<file path="config.mk">
export PLATFORM = sky130hd
export DESIGN_NAME = wave_frame_pack_flat
export DESIGN_NICKNAME = d
export VERILOG_FILES = /design/src/rtl/wave_frame_pack_pkg.sv /design/src/rtl/wave_frame_pack_if.sv /design/src/rtl/wave_frame_pack_sfifo.sv /design/src/rtl/wave_frame_pack.sv /design/src/flat_wrapper.sv
export SDC_FILE = /design/constraint.sdc
export NUM_CORES = 1
export LEC_CHECK = 0
export CORE_AREA = 2 2 207 209
export CTS_CLUSTER_SIZE = 8
export DETAILED_ROUTE_END_ITERATION = 7
export DIE_AREA = 0 0 209 211
export GPL_TIMING_DRIVEN = 0
export HOLD_SLACK_MARGIN = 0.15
export PLACE_DENSITY = 0.87
export SYNTH_ARGS = -nofsm -noshare
export SYNTH_HDL_FRONTEND = slang
export SYNTH_SLANG_ARGS = --single-unit
</file>
<file path="constraint.sdc">
create_clock -name axis_clk -period 3.9 [get_ports axis_clk]
set_input_delay 0.975 -clock axis_clk [delete_from_list [all_inputs] [get_ports axis_clk]]
set_output_delay 0.975 -clock axis_clk [all_outputs]
set_load 0.01 [all_outputs]
</file>
<file path="src/rtl/wave_frame_pack_pkg.sv">
// -----------------------------------------------------------------------------
// wave_frame_pack_pkg
//   Shared definitions for the waveform frame packer:
//     AXIS_DW   - AXI4-Stream data width (32)
//     OVF_MAX   - saturation value of the dropped-sample counter
//     state_t   - packer FSM encoding (IDLE=0, RUN=1, PAD=2)
//     sat_inc16 - saturating 16-bit increment used by the overflow counter
// -----------------------------------------------------------------------------
package wave_frame_pack_pkg;

   localparam int          AXIS_DW = 32;
   localparam logic [15:0] OVF_MAX = 16'hFFFF;

   typedef enum logic [1:0] {
      ST_IDLE = 2'd0,
      ST_RUN  = 2'd1,
      ST_PAD  = 2'd2
   } state_t;

   function automatic logic [15:0] sat_inc16(input logic [15:0] value);
      return (value == OVF_MAX) ? value : value + 16'd1;
   endfunction

endpackage

</file>
<file path="src/rtl/wave_frame_pack_if.sv">
// -----------------------------------------------------------------------------
// wave_frame_pack_if
//   AXI4-Stream bundle between the frame packer and the conversion stage.
//   Signals:
//     tvalid  - word valid (source -> sink)
//     tdata   - word data, DW bits (source -> sink)
//     tlast   - final word of frame (source -> sink)
//     tready  - sink ready (sink -> source)
//   Modports: master = stream source, slave = stream sink.
// -----------------------------------------------------------------------------
interface wave_frame_pack_if
   import wave_frame_pack_pkg::*;
#(
   parameter int DW = AXIS_DW
);
   logic          tvalid;
   logic [DW-1:0] tdata;
   logic          tlast;
   logic          tready;

   modport master (output tvalid, output tdata, output tlast, input  tready);
   modport slave  (input  tvalid, input  tdata, input  tlast, output tready);

endinterface

</file>
<file path="src/rtl/wave_frame_pack_sfifo.sv">
// -----------------------------------------------------------------------------
// wave_sfifo
//   Synchronous FIFO, depth 2**AW words of DW bits, with a registered
//   occupancy count driving the full/empty flags and a synchronous clear.
//   Ports:
//     clk      - clock
//     rst_n    - asynchronous active-low reset (pointers and count only)
//     clr      - synchronous clear, empties the FIFO
//     wr_en    - write request (ignored while full)
//     wr_data  - write data
//     rd_en    - read request (ignored while empty), pops the head word
//     rd_data  - head word, valid whenever !empty
//     full     - count == depth
//     empty    - count == 0
//   The head word is presented combinationally: the consumer registers it
//   in its own output stage, which keeps sample-to-tvalid latency at two
//   clocks.
// -----------------------------------------------------------------------------
module wave_sfifo #(
   parameter int AW = 4,
   parameter int DW = 32
) (
   input  logic          clk,
   input  logic          rst_n,
   input  logic          clr,
   input  logic          wr_en,
   input  logic [DW-1:0] wr_data,
   input  logic          rd_en,
   output logic [DW-1:0] rd_data,
   output logic          full,
   output logic          empty
);

   localparam int          DEPTH    = 1 << AW;
   localparam logic [AW:0] FULL_CNT = {1'b1, {AW{1'b0}}};

   logic [DW-1:0] mem [DEPTH];
   logic [AW-1:0] wr_ptr_reg;
   logic [AW-1:0] rd_ptr_reg;
   logic [AW:0]   count_reg;
   logic          wr_ok;
   logic          rd_ok;

   // Flags come from the registered count only, so a write on a full FIFO
   // is refused even when a read frees a slot in the same cycle.
   assign full    = (count_reg == FULL_CNT);
   assign empty   = (count_reg == '0);
   assign wr_ok   = wr_en & ~full & ~clr;
   assign rd_ok   = rd_en & ~empty & ~clr;
   assign rd_data = mem[rd_ptr_reg];

   always_ff @(posedge clk) begin
      if (wr_ok) begin
         mem[wr_ptr_reg] <= wr_data;
      end
   end

   always_ff @(posedge clk or negedge rst_n) begin
      if (!rst_n) begin
         wr_ptr_reg <= '0;
         rd_ptr_reg <= '0;
         count_reg  <= '0;
      end else if (clr) begin
         wr_ptr_reg <= '0;
         rd_ptr_reg <= '0;
         count_reg  <= '0;
      end else begin
         if (wr_ok) begin
            wr_ptr_reg <= wr_ptr_reg + AW'(1);
         end
         if (rd_ok) begin
            rd_ptr_reg <= rd_ptr_reg + AW'(1);
         end
         case ({wr_ok, rd_ok})
            2'b10:   count_reg <= count_reg + (AW+1)'(1);
            2'b01:   count_reg <= count_reg - (AW+1)'(1);
            default: count_reg <= count_reg;
         endcase
      end
   end

endmodule

</file>
<file path="src/rtl/wave_frame_pack.sv">
// -----------------------------------------------------------------------------
// wave_frame_pack
//   Packs a raw 32-bit sample stream into AXI4-Stream frames of programmable
//   length (tlast on the final word), buffering samples in a 16-word FIFO.
//   Ports:
//     axis_clk   - single clock
//     rst_n      - asynchronous active-low reset
//     frame_en   - level, 1 = accept samples and build frames
//     frame_len  - words per frame, sampled at frame start, 0 treated as 1
//     smp_valid  - sample strobe (no backpressure to the source)
//     smp_data   - sample word
//     axis       - AXIS master (tvalid/tdata/tlast out, tready in)
//     busy       - FSM not in IDLE
//     ovf_cnt    - dropped-sample count, saturating
//     frame_cnt  - completed-frame count, wrapping
//   A frame cut short by frame_en falling is completed in PAD: stored
//   samples go first, then zero words up to the latched length.
// -----------------------------------------------------------------------------
module wave_frame_pack
   import wave_frame_pack_pkg::*;
#(
   parameter int FIFO_AW = 4,
   parameter int LEN_W   = 12
) (
   input  logic               axis_clk,
   input  logic               rst_n,
   input  logic               frame_en,
   input  logic [LEN_W-1:0]   frame_len,
   input  logic               smp_valid,
   input  logic [AXIS_DW-1:0] smp_data,
   wave_frame_pack_if.master  axis,
   output logic               busy,
   output logic [15:0]        ovf_cnt,
   output logic [15:0]        frame_cnt
);

   state_t               state_reg;
   logic [LEN_W-1:0]     len_reg;
   logic [LEN_W-1:0]     word_cnt_reg;
   logic                 tvalid_reg;
   logic [AXIS_DW-1:0]   tdata_reg;
   logic                 tlast_reg;
   logic [15:0]          ovf_reg;
   logic [15:0]          frame_reg;

   logic                 hs;
   logic                 end_hs;
   logic                 out_free;
   logic                 pad_abort;
   logic                 load;
   logic                 load_last;
   logic [AXIS_DW-1:0]   load_data;
   logic [LEN_W-1:0]     start_len;
   logic [LEN_W-1:0]     word_cnt_next;
   logic [LEN_W-1:0]     len_next;
   logic                 smp_drop;

   logic                 fifo_clr;
   logic                 fifo_wr;
   logic                 fifo_rd;
   logic [AXIS_DW-1:0]   fifo_rdata;
   logic                 fifo_full;
   logic                 fifo_empty;

   wave_sfifo #(
      .AW (FIFO_AW),
      .DW (AXIS_DW)
   ) u_fifo (
      .clk     (axis_clk),
      .rst_n   (rst_n),
      .clr     (fifo_clr),
      .wr_en   (fifo_wr),
      .wr_data (smp_data),
      .rd_en   (fifo_rd),
      .rd_data (fifo_rdata),
      .full    (fifo_full),
      .empty   (fifo_empty)
   );

   always_comb begin
      hs        = tvalid_reg & axis.tready;
      end_hs    = hs & tlast_reg;
      out_free  = ~tvalid_reg | axis.tready;
      start_len = (frame_len == '0) ? LEN_W'(1) : frame_len;
      // PAD entered with nothing sent and nothing stored: there is no
      // frame to complete, so return to IDLE silently.
      pad_abort = fifo_empty & ~tvalid_reg & (word_cnt_reg == '0);

      fifo_wr   = smp_valid & frame_en & (state_reg != ST_PAD) & ~fifo_full;
      smp_drop  = smp_valid & frame_en & fifo_full;
      // Clearing only while frame_en is low keeps the sample that arrives
      // on the IDLE->RUN cycle.
      fifo_clr  = (state_reg == ST_IDLE) & ~frame_en;

      load = 1'b0;
      case (state_reg)
         // A final handshake with frame_en low heads to IDLE; nothing more
         // may be loaded into the output register.
         ST_RUN:  load = out_free & ~fifo_empty & ~(end_hs & ~frame_en);
         ST_PAD:  load = out_free & ~end_hs & ~pad_abort;
         default: load = 1'b0;
      endcase
      fifo_rd   = load & ~fifo_empty;
      load_data = fifo_empty ? '0 : fifo_rdata;

      // The register holds at most one word, so a newly loaded word's
      // index is the handshake count after this edge, checked against the
      // length in force after this edge (re-latched on a frame boundary).
      if (end_hs) begin
         word_cnt_next = '0;
      end else if (hs) begin
         word_cnt_next = word_cnt_reg + LEN_W'(1);
      end else begin
         word_cnt_next = word_cnt_reg;
      end
      len_next  = ((state_reg == ST_RUN) & end_hs & frame_en) ? start_len : len_reg;
      load_last = (word_cnt_next == len_next - LEN_W'(1));
   end

   always_ff @(posedge axis_clk or negedge rst_n) begin
      if (!rst_n) begin
         state_reg    <= ST_IDLE;
         len_reg      <= LEN_W'(1);
         word_cnt_reg <= '0;
         tvalid_reg   <= 1'b0;
         tdata_reg    <= '0;
         tlast_reg    <= 1'b0;
         ovf_reg      <= '0;
         frame_reg    <= '0;
      end else begin
         case (state_reg)
            ST_IDLE: begin
               if (frame_en) begin
                  state_reg    <= ST_RUN;
                  len_reg      <= start_len;
                  word_cnt_reg <= '0;
               end
            end
            ST_RUN: begin
               word_cnt_reg <= word_cnt_next;
               len_reg      <= len_next;
               if (end_hs) begin
                  frame_reg <= frame_reg + 16'd1;
                  if (!frame_en) begin
                     state_reg <= ST_IDLE;
                  end
               end else if (!frame_en) begin
                  state_reg <= ST_PAD;
               end
            end
            ST_PAD: begin
               word_cnt_reg <= word_cnt_next;
               if (end_hs) begin
                  frame_reg <= frame_reg + 16'd1;
                  state_reg <= ST_IDLE;
               end else if (pad_abort) begin
                  state_reg <= ST_IDLE;
               end
            end
            default: begin
               state_reg <= ST_IDLE;
            end
         endcase

         // Output register: data/tlast only change on a load, and a load
         // while valid is only possible together with a handshake.
         if (load) begin
            tvalid_reg <= 1'b1;
            tdata_reg  <= load_data;
            tlast_reg  <= load_last;
         end else if (hs) begin
            tvalid_reg <= 1'b0;
            tlast_reg  <= 1'b0;
         end

         if (smp_drop) begin
            ovf_reg <= sat_inc16(ovf_reg);
         end
      end
   end

   assign axis.tvalid = tvalid_reg;
   assign axis.tdata  = tdata_reg;
   assign axis.tlast  = tlast_reg;
   assign busy        = (state_reg != ST_IDLE);
   assign ovf_cnt     = ovf_reg;
   assign frame_cnt   = frame_reg;

endmodule

</file>
<file path="src/flat_wrapper.sv">
// flat-port wrapper written by rule: the top's interface ports become plain ports
module wave_frame_pack_flat import wave_frame_pack_pkg::*;
#(
   parameter int FIFO_AW = 4,
   parameter int LEN_W   = 12
)
  (axis_clk, rst_n, frame_en, frame_len, smp_valid, smp_data, busy, ovf_cnt, frame_cnt, axis_tvalid, axis_tdata, axis_tlast, axis_tready);
  wave_frame_pack_if #(.DW(32)) axis_i ();
  input  logic axis_clk;
  input  logic rst_n;
  input  logic frame_en;
  input  logic [LEN_W-1:0] frame_len;
  input  logic smp_valid;
  input  logic [AXIS_DW-1:0] smp_data;
  output logic busy;
  output logic [15:0] ovf_cnt;
  output logic [15:0] frame_cnt;
  output wire logic [$bits(axis_i.tvalid)-1:0] axis_tvalid;
  output wire logic [$bits(axis_i.tdata)-1:0] axis_tdata;
  output wire logic [$bits(axis_i.tlast)-1:0] axis_tlast;
  input wire logic [$bits(axis_i.tready)-1:0] axis_tready;
  assign axis_tvalid = axis_i.tvalid;
  assign axis_tdata = axis_i.tdata;
  assign axis_tlast = axis_i.tlast;
  assign axis_i.tready = axis_tready;
  wave_frame_pack #(.FIFO_AW(FIFO_AW), .LEN_W(LEN_W)) u_core (.axis_clk(axis_clk), .rst_n(rst_n), .frame_en(frame_en), .frame_len(frame_len), .smp_valid(smp_valid), .smp_data(smp_data), .axis(axis_i), .busy(busy), .ovf_cnt(ovf_cnt), .frame_cnt(frame_cnt));
endmodule
</file>
==> results of run 1 <==
## layout make-up
class                           count  area (sq um)  area share [%]
Sequential cell                   617         18000            60.5
Clock inverter                      7           145           0.488
Timing Repair Buffer              130          1480            4.98
Tap cell                          539           674            2.27
Antenna cell                        1          2.50         0.00841
Buffer                             65           264           0.888
Clock buffer                      155          2450            8.25
Inverter                           16          60.1           0.202
Multi-Input combinational cell    588          6660            22.4
## worst reg2reg max path: stages (launching register included)
cell                       delay, ns
sky130_fd_sc_hd__dfrtp_1        0.34
sky130_fd_sc_hd__clkbuf_1       0.32
sky130_fd_sc_hd__clkbuf_1       0.50
sky130_fd_sc_hd__buf_1          0.98
sky130_fd_sc_hd__mux4_2         0.64
sky130_fd_sc_hd__mux4_2         0.54
sky130_fd_sc_hd__a22o_1         0.24
## path summary, 6_finish.rpt
path	from	endpoint	depth (start not counted)
setup / recovery	smp_valid	u_core.u_fifo.count_reg[4]$_DFFE_PN0P_	14
hold / removal	rst_n	u_core.axis.tdata[24]$_DFFE_PN0P_	1
setup reg to reg	u_core.u_fifo.rd_ptr_reg[0]$_DFFE_PN0P_	u_core.axis.tdata[27]$_DFFE_PN0P_	6
hold reg to reg	u_core.frame_cnt[15]$_DFFE_PN0P_	u_core.frame_cnt[15]$_DFFE_PN0P_	1
max in group asynchronous	rst_n	u_core.len_reg[0]$_DFFE_PN1P_	2
min in group axis_clk	u_core.frame_cnt[15]$_DFFE_PN0P_	u_core.frame_cnt[15]$_DFFE_PN0P_	1
## cell families after synthesis
kind of cell               after synthesis  share of synthesized area, %
xor gates and xnor gates                56                          2.13
adders and majority gates               17                         0.853
muxes                                  191                          15.8
and+or+nand+nor                        209                          4.44
DFF                                    617                          72.2
buffers and inverters                   81                          1.29
AOI/OAI and AO/OA                      115                          3.33
## timing repair
item                                   in CTS  in global routing
setup endpoints to repair                   1                  2
pin swaps                                   0                  0
resized for setup                           3                  7
cloned                                      0                  0
endpoints found under the hold margin       0                  0
## through the flow
stage                     hold WS [ns]  utilization, %  setup TNS (ns)  setup slack (ns)  power (mW)
after CTS                        0.366            71.2               0            0.0723        17.9
after detailed placement         0.456            64.9          -48.26            -0.675        10.7
after global routing             0.389            71.2               0            0.0117        18.4
after global placement           0.457            64.0         -724.07             -2.79        10.5
after floorplan                  0.476               -               0            0.0528        9.63
final                            0.354            71.2               0             0.162        17.9
## placed cells by master, fill, tap and decap left out, types with 11 or more instances in the layout
cell                              Yosys  layout
sky130_fd_sc_hd__nand3_1             18      17
sky130_fd_sc_hd__mux2_2              15      15
sky130_fd_sc_hd__clkdlybuf4s50_1      0     112
sky130_fd_sc_hd__clkbuf_16            0      87
sky130_fd_sc_hd__nand2_1             50      49
sky130_fd_sc_hd__mux2i_1             16      16
sky130_fd_sc_hd__xnor2_1             29      29
sky130_fd_sc_hd__or3_1               12      12
sky130_fd_sc_hd__clkbuf_1            43     107
sky130_fd_sc_hd__inv_1               16      16
sky130_fd_sc_hd__nor3_1              17      17
sky130_fd_sc_hd__o21ai_0             29      29
sky130_fd_sc_hd__a22o_1              36      36
sky130_fd_sc_hd__edfxtp_1           512     512
sky130_fd_sc_hd__nor2_1              37      36
sky130_fd_sc_hd__ha_1                17      17
sky130_fd_sc_hd__dfrtp_1            104     104
sky130_fd_sc_hd__mux4_2             160     160
sky130_fd_sc_hd__and3_1              13      13
sky130_fd_sc_hd__nand4_1             11      11
sky130_fd_sc_hd__and2_2               0      16
sky130_fd_sc_hd__buf_12               0      16
sky130_fd_sc_hd__xor2_1              24      24
sky130_fd_sc_hd__a21oi_1             16      15
sky130_fd_sc_hd__buf_2               13      13
## where the power goes
part,switching [mW],leakage (nW),internal [mW],total [mW]
clock,2.95,1.23,4.27,7.22
sequential,0.251,6.01,7.53,7.78
combinational,1.59,2.77,1.34,2.93
## routing by layer
metal | vias up | global-route usage, %
li1 | 5710 | -
met1 | 7411 | 40.4
met2 | 1159 | 53.5
met3 | 236 | 7.45
met4 | 0 | 15.9
met5 | - | 0
==> results.cfg, run 1 <==
[placement]
port_buffers = 113
detailed_place.area_sq_mm = 0.0271
place_congestion = 0.886
dpl.cell_count = 1955
detailedPlacementHpwl_mm = 36.2

[global_routing]
grt_first_pass_wirelength_mm = 101
number_of_global_route_vias_before_repair = 14989
grt_start_max_net_pins = 60
grtUsageTotal_pct = 32.2
grt_remaining_overflow = 0
antenna_found_initial = 0

[synth]
yosys_register_bits = 617
async_reset_ff_share_pct = 17.0
ys_dominant_reg_cell = sky130_fd_sc_hd__edfxtp_1
synthMostInstantiatedCell = sky130_fd_sc_hd__edfxtp_1
synth.largest_area_cell = sky130_fd_sc_hd__edfxtp_1
synth.avg_cell_area_sq_um = 19.4
ys.warnings.count = 0
ys_seq_area_share_pct = 72.2
synth.top_cell.area_share_pct = 61.6
post_synth_instance_area_sq_mm = 0.0249
synth_enable_flop_cells = 512
post_synth_main_area_contributors = sky130_fd_sc_hd__edfxtp_1, sky130_fd_sc_hd__mux4_2, sky130_fd_sc_hd__dfrtp_1
ys_top_cells_by_count = sky130_fd_sc_hd__edfxtp_1, sky130_fd_sc_hd__mux4_2, sky130_fd_sc_hd__dfrtp_1
netlist-cell-type-count = 60
synth_nets = 1352
postSynthCellCount = 1286

[route]
highest_routing_layer_actually_used = met4
viasPerCell = 6.85
met2_length_mm = 34.7
first_pass_iters = 6
wire_per_inst_microns = 32.6
detailedRoute.firstIterationViolations = 1955
via_count = 14516
detail-route-antenna-nets = 0
met3_wirelength_mm = 7.03
drc_errors = 0
wirelength_mm = 69.0
routedLengthMet1_mm = 23.9

[timing]
final.min_clock_period_ns = 3.74
setup_repair_after_global_routing_missed_its_margin = no
final-max-slew-violation-count = 0
setup-violations-final = 0
number_of_hold_slack_violations_in_the_final_timing_report = 0
maxClockFrequency_mhz = 268
worst-slew-pin-transition_ns = 1.25
max-slew-margin-rel_pct = 16.9
clock_skew_ns = 0.0627
timing.final.crit_share_pct = 95.8

[worst_setup_path]
crit_family = compound AO/OA/AOI/OAI gates
slowest_stage_delay_on_critical_path_ns = 0.53
critPathLaunchType = input pin
type_of_the_worst_setup_path = in2reg
timing.critical_path.required_ns = 4.41
setup.worst_path.end_class = register
worstPathArrival_ns = 4.24
rrSetupSlack_ns = 0.25
critical_path.most_common_cell = sky130_fd_sc_hd__a21oi_1
critical_path_cell_by_cell = clkdlybuf4s50_1 -> nand2_1 -> a211oi_2 -> inv_1 -> ha_1 -> clkbuf_2 -> xor2_1 -> ha_1 -> o21ai_0 -> a21oi_1 -> a21oi_1 -> xor2_1 -> or3_1 -> a21oi_1
worst_path_bufs_invs = 3
timing.critical_path.fanout_max = 8
worst_path_max_delay_cell = sky130_fd_sc_hd__a211oi_2

[die]
die_area_sq_mm = 0.0441
boundaryPins = 116
core_area_sq_mm = 0.0418
start_util_pct = 59.7
die_height_microns = 211
core.rowCount = 75
floorplan.die.width_microns = 209

[clocking]
clock-root-buffer = sky130_fd_sc_hd__clkbuf_16
number_of_buffers_created_by_cts = 87
cts_tree = built
max-clock-path-buffers = 3
cts.sinks = 617
clkSlewWorstSetupHoldPaths_ns = 0.05
cts_setup_buffers = 0
htreeDepth = 3
clock_latency_ns = 0.64
cts.hold.buffers_added = 0

[power]
power.density_cell_area_mw_per_mm2 = 603
max-vdd-ir-drop_uv = 534
leakagePower_nw = 10.0

[final_layout]
largest_register_ffs = 512
layout-drive-gt1-share_pct = 21.4
layout.cells.non_filler = 2118
final_cell_area_sq_mm = 0.0297
area_growth_pct = 19.2
num-fill-cells = 2261
design.final.nets = 1571

[outcome]
run_status = finished clean

[min_path]
worstHoldPathType = in2async

[job]
cap_violations = 0
No activity file was read; power rests on OpenSTA's default activity.
==> inputs of run 2 (changes only) <==
--- a/config.mk
+++ b/config.mk
@@ -5,10 +5,10 @@
 export SDC_FILE = /design/constraint.sdc
 export NUM_CORES = 1
 export LEC_CHECK = 0
-export CORE_AREA = 2 2 207 209
+export CORE_AREA = 4 4 209 211
 export CTS_CLUSTER_SIZE = 8
 export DETAILED_ROUTE_END_ITERATION = 7
-export DIE_AREA = 0 0 209 211
+export DIE_AREA = 0 0 213 215
 export GPL_TIMING_DRIVEN = 0
 export HOLD_SLACK_MARGIN = 0.15
 export PLACE_DENSITY = 0.87
==> constraint.sdc (replaced) <==
create_clock -name axis_clk -period 3.7 [get_ports axis_clk]
set_input_delay 0.925 -clock axis_clk [delete_from_list [all_inputs] [get_ports axis_clk]]
set_output_delay 0.925 -clock axis_clk [all_outputs]
set_load 0.01 [all_outputs]
==> run 2 against run 1 <==
Against the previous run: final cell count unchanged; total power increased by 5.0%; sequential share of layout area decreased by 0.092 points; global-route usage decreased by 2.3 points; clock power increased by 3.7%; routed wire length decreased by 1.2%; largest cell class unchanged; critical path depth decreased by 4; die area increased by 3.8%; highest routed layer is now met5; hold slack got worse by 0.073 ns; design area increased by 0.15%; core utilization increased by 0.11 points.
==> results.cfg, run 2 (synthesis results as in run 1) <==
[outcome]
run_status = finished clean

[die]
boundaryPins = 116
die_area_sq_mm = 0.0458
start_util_pct = 59.7
core.rowCount = 75
die_height_microns = 215
core_area_sq_mm = 0.0418
floorplan.die.width_microns = 213

[final_layout]
design.final.nets = 1573
area_growth_pct = 19.4
num-fill-cells = 2304
final_common_cell = sky130_fd_sc_hd__edfxtp_1
layout-drive-gt1-share_pct = 21.9
layout.cells.non_filler = 2118
final_cell_area_sq_mm = 0.0298
largest_register_ffs = 512
layout_common_cells = sky130_fd_sc_hd__edfxtp_1, sky130_fd_sc_hd__mux4_2, sky130_fd_sc_hd__clkdlybuf4s50_1, sky130_fd_sc_hd__clkbuf_1, sky130_fd_sc_hd__dfrtp_1

[timing]
final.min_clock_period_ns = 3.61
maxClockFrequency_mhz = 277
timing.final.crit_share_pct = 97.7
clock_skew_ns = 0.0232
final-max-slew-violation-count = 0
max-slew-margin-rel_pct = 18.7
setup-violations-final = 0
number_of_hold_slack_violations_in_the_final_timing_report = 0
holdWs_ns = 0.280
worst-slew-pin-transition_ns = 1.22

[route]
first_pass_iters = 5
wire_per_inst_microns = 32.2
via_count = 14388
wirelength_mm = 68.1
drc_errors = 0
viasPerCell = 6.79
detailedRoute.firstIterationViolations = 1850
detail-route-antenna-nets = 0

[clocking]
clock-root-buffer = sky130_fd_sc_hd__clkbuf_16
number_of_buffers_created_by_cts = 87
htreeDepth = 3
max-clock-path-buffers = 3
clkSlewWorstSetupHoldPaths_ns = 0.05
clock_latency_ns = 0.61
cts_tree = built
cts.sinks = 617

[global_routing]
number_of_global_route_vias_before_repair = 14929
antenna_found_initial = 3
grt_remaining_overflow = 0
grt_first_pass_wirelength_mm = 99.9
grtUsageTotal_pct = 29.8
grt_start_max_net_pins = 54

[worst_setup_path]
rrSetupSlack_ns = 0.09
critPathLaunchType = register
rr_worst_depth = 10
worst_setup_path_startpoint = u_core.word_cnt_reg[0]$_DFFE_PN0P_
worstPathArrival_ns = 4.14
cp.depth = 10
rr_endpoint = u_core.axis.tdata[5]$_DFFE_PN0P_
worst_r2r_startpoint = u_core.word_cnt_reg[0]$_DFFE_PN0P_
timing.critical_path.required_ns = 4.23
type_of_the_worst_setup_path = reg2reg
critical_path_cell_by_cell = clkbuf_2 -> inv_1 -> ha_1 -> nor4b_1 -> and3_1 -> a21oi_4 -> nand2_1 -> nor2_1 -> clkbuf_1 -> a22o_1
crit_family = simple AND/OR/NAND/NOR gates
worst_path_bufs_invs = 3
slowest_stage_delay_on_critical_path_ns = 0.83
setup.worst_path.end_class = register
timing.critical_path.fanout_max = 10
worst_path_max_delay_cell = sky130_fd_sc_hd__nor2_1
cp-endpoint = u_core.axis.tdata[5]$_DFFE_PN0P_

[placement]
detailedPlacementHpwl_mm = 36.4
port_buffers = 113
dpl.cell_count = 1955
detailed_place.area_sq_mm = 0.0271
place_congestion = 0.854

[power]
power.density_cell_area_mw_per_mm2 = 632
max-vdd-ir-drop_uv = 770
leakagePower_nw = 10.0

[min_path]
worstHoldPathType = in2async

[job]
cap_violations = 0
## run 2: worst min-delay path by stage
stage                                     startpoint  slack (ns)                          endpoint  cells after the start
floorplan            u_core.state_reg[0]$_DFFE_PN0P_        0.48   u_core.state_reg[0]$_DFFE_PN0P_                      2
global placement    u_core.frame_cnt[15]$_DFFE_PN0P_        0.46  u_core.frame_cnt[15]$_DFFE_PN0P_                      1
detailed placement   u_core.frame_cnt[5]$_DFFE_PN0P_        0.48   u_core.frame_cnt[5]$_DFFE_PN0P_                      1
CTS                                            rst_n        0.29    u_core.ovf_cnt[10]$_DFFE_PN0P_                      1
global route                                   rst_n        0.32     u_core.ovf_cnt[8]$_DFFE_PN0P_                      1
finish                                         rst_n        0.28    u_core.ovf_cnt[10]$_DFFE_PN0P_                      1
## run 2: through the flow
stage | total power [mW] | worst slack [ns] | setup TNS [ns] | util, %
after floorplan | 10.1 | 0.0151 | 0 | -
after global placement | 11.1 | -2.96 | -842.63 | 64.0
after detailed placement | 11.2 | -0.777 | -58.44 | 64.9
after CTS | 18.8 | 0.0630 | 0 | 71.1
after global routing | 19.5 | -0.0539 | -0.143 | 71.3
final | 18.8 | 0.0853 | 0 | 71.3
## run 2: layout make-up
cell class,instances,area (sq um),share of cell area (%)
inverter,16,60.1,0.202
sequential,617,18000,60.4
buffer,65,288,0.966
clock inverter,3,33.8,0.113
multi-input combinational,588,6710,22.5
clock buffer,156,2510,8.43
antenna,2,5.00,0.0168
timing repair buffer,132,1500,5.02
tap,539,674,2.26
## run 2: report_power, final
part	switching (mW)	leakage (nW)	internal, mW	total, mW
clock network	2.95	1.21	4.54	7.49
logic	1.67	2.80	1.45	3.12
registers	0.277	6.01	7.94	8.22
total	4.90	10.0	13.9	18.8
## run 2: what timing repair did
action	CTS	global route
hold buffers	0	0
gates resized for setup	5	27
pin swaps	0	4
setup buffers	0	2
endpoints found under the setup margin	104	25
## run 2: worst register-to-register path, cell delays in order (launching register included)
cell and delay [ns]:
sky130_fd_sc_hd__dfrtp_1 0.35, sky130_fd_sc_hd__clkbuf_2 0.21, sky130_fd_sc_hd__inv_1 0.06, sky130_fd_sc_hd__ha_1 0.19, sky130_fd_sc_hd__nor4b_1 0.14, sky130_fd_sc_hd__and3_1 0.23, sky130_fd_sc_hd__a21oi_4 0.18, sky130_fd_sc_hd__nand2_1 0.38
sky130_fd_sc_hd__nor2_1 0.83, sky130_fd_sc_hd__clkbuf_1 0.67, sky130_fd_sc_hd__a22o_1 0.29
## run 2: metal layers
layer | part of all wire (%) | vias up | track usage, %
li1 | - | 5706 | -
met1 | 35 | 7298 | 39.9
met2 | 51 | 1179 | 48.8
met3 | 11 | 201 | 7.26
met4 | 3.4 | 4 | 10.5
met5 | 0.050 | - | 0
==> patch (config.mk and constraints of run 1) <==
Register the output `ovf_cnt` once more, with the module's reset; this adds one clock of latency there. The other outputs are not delayed to match.
--- a/src/rtl/wave_frame_pack.sv
+++ b/src/rtl/wave_frame_pack.sv
@@ -185,3 +185,9 @@
    assign busy        = (state_reg != ST_IDLE);
-   assign ovf_cnt     = ovf_reg;
+   always_ff @(posedge axis_clk or negedge rst_n) begin
+      if (!rst_n) begin
+         ovf_cnt <= '0;
+      end else begin
+         ovf_cnt <= ovf_reg;
+      end
+   end
    assign frame_cnt   = frame_reg;
Behaviour: same outputs for any inputs over 4 cycles, from zero or initial values and one cycle with rst_n low; that may be too few to reach the edited logic, so the function may still have changed.
==> patch against run 1 <==
Non-clock buffer count down 3; highest routed layer is now met5; final cell count rose by 2.9%; power grew 5.0%; final area rose by 1.8%; wire length grew 0.33%; sequential cell count up 16; setup slack better by 0.030 ns; core utilization increased by 1.3 points; worst hold slack worse by 0.095 ns; critical path depth is 1 lower; critical endpoint is now u_core.axis.tlast$_DFFE_PN0P_; area after synthesis up 1.4%; clock power is 2% higher.
==> patch: results (changes against run 1) <==
----------------------------------------------------
[Cells and area]
  Number of inserted filler cells in the final layout ... 2205 (was 2261)
  Relative area of non-clock buffer cells in the final design ... 5.99% (was 5.87%)
  FF/Latch Area ... 18400 sq um (was 18000 sq um)
  Antenna Diode Count ... 3 (was 1)

[Yosys]
  Syn_nets ... 1414 (was 1352)
  Sequential cell area fraction in the yosys report ... 72.8% (was 72.2%)
  Multiplexer share of the synthesized area ... 15.4% (was 15.8%)
  XOR/XNOR Fraction of Synth Area ... 2.10% (was 2.13%)
  Unique cell type count in the Yosys netlist ... 58 (was 60)

[Worst setup path]
  Master of the slowest instance on the critical path ... sky130_fd_sc_hd__or4b_2 (was sky130_fd_sc_hd__a211oi_2)
  Worst-case register-to-register setup slack ... 0.31 ns (was 0.25 ns)
  Crit path largest cell delay ... 0.60 ns (was 0.53 ns)
  FF-to-FF End ... u_core.u_fifo.count_reg[4]$_DFFE_PN0P_ (was u_core.axis.tdata[27]$_DFFE_PN0P_)
  RR Startpoint ... u_core.axis.tvalid$_DFFE_PN0P_ (was u_core.u_fifo.rd_ptr_reg[0]$_DFFE_PN0P_)

[GRT]
  Met3 Use GR ... 7.97% (was 7.45%)
  Antenna violations before repair ... 3 (was 0)
  Number of global-route vias before repair ... 15500 (was 15000)
  Met1 GRT Util ... 41.3% (was 40.4%)
  Wire length of the first global-routing pass ... 102000 um (was 101000 um)

[Placement]
  Placer's final routability congestion estimate ... 0.895 (was 0.886)
  Post-place instance area ... 27500 sq um (was 27100 sq um)
  Post-detail-place hpwl ... 36800 um (was 36200 um)

[Route]
  Total length of routed met3 wires ... 7470 um (was 7030 um)
  Mean routed wirelength per cell ... 31.7 um (was 32.6 um)
  Violation count after the first detailed-route iteration ... 2170 (was 1955)
  Vias ... 14700 (was 14500)
  Routed wl met2 ... 34800 um (was 34700 um)

[Outcome]
  Outcome ... complete, no violations (unchanged)

[Clock tree]
  CTS buffer count ... 89 (was 87)

[Power and ir drop]
  Sequential Power Share ... 42.5% (was 43.4%)
  Seq pwr ... 0.00800 W (was 0.00778 W)
  Highest ir drop seen on vdd ... 735 uV (was 534 uV)

----------------------------------------------------
==> patch: changes by cell type after synthesis, moves of 5 or more <==
| cell | change |
|---|---|
| sky130_fd_sc_hd__o21ai_0 | +31 |
| sky130_fd_sc_hd__nand2_1 | +70 |
| sky130_fd_sc_hd__inv_1 | -5 |
| sky130_fd_sc_hd__buf_2 | +5 |
| sky130_fd_sc_hd__clkbuf_1 | -12 |
| sky130_fd_sc_hd__nand3_1 | -5 |
| sky130_fd_sc_hd__dfrtp_1 | +16 |
| sky130_fd_sc_hd__nor3_1 | -9 |
| sky130_fd_sc_hd__a22o_1 | -33 |
| sky130_fd_sc_hd__a21oi_1 | +5 |
| sky130_fd_sc_hd__or3_1 | -6 |
==> patch: what timing repair did <==
item | 4_1_cts | 5_1_grt
hold buffers | 0 | 0
endpoints found under the setup margin | 5 | 2
setup buffers | 1 | 0
pin swaps | 1 | 1
gates resized for setup | 9 | 13
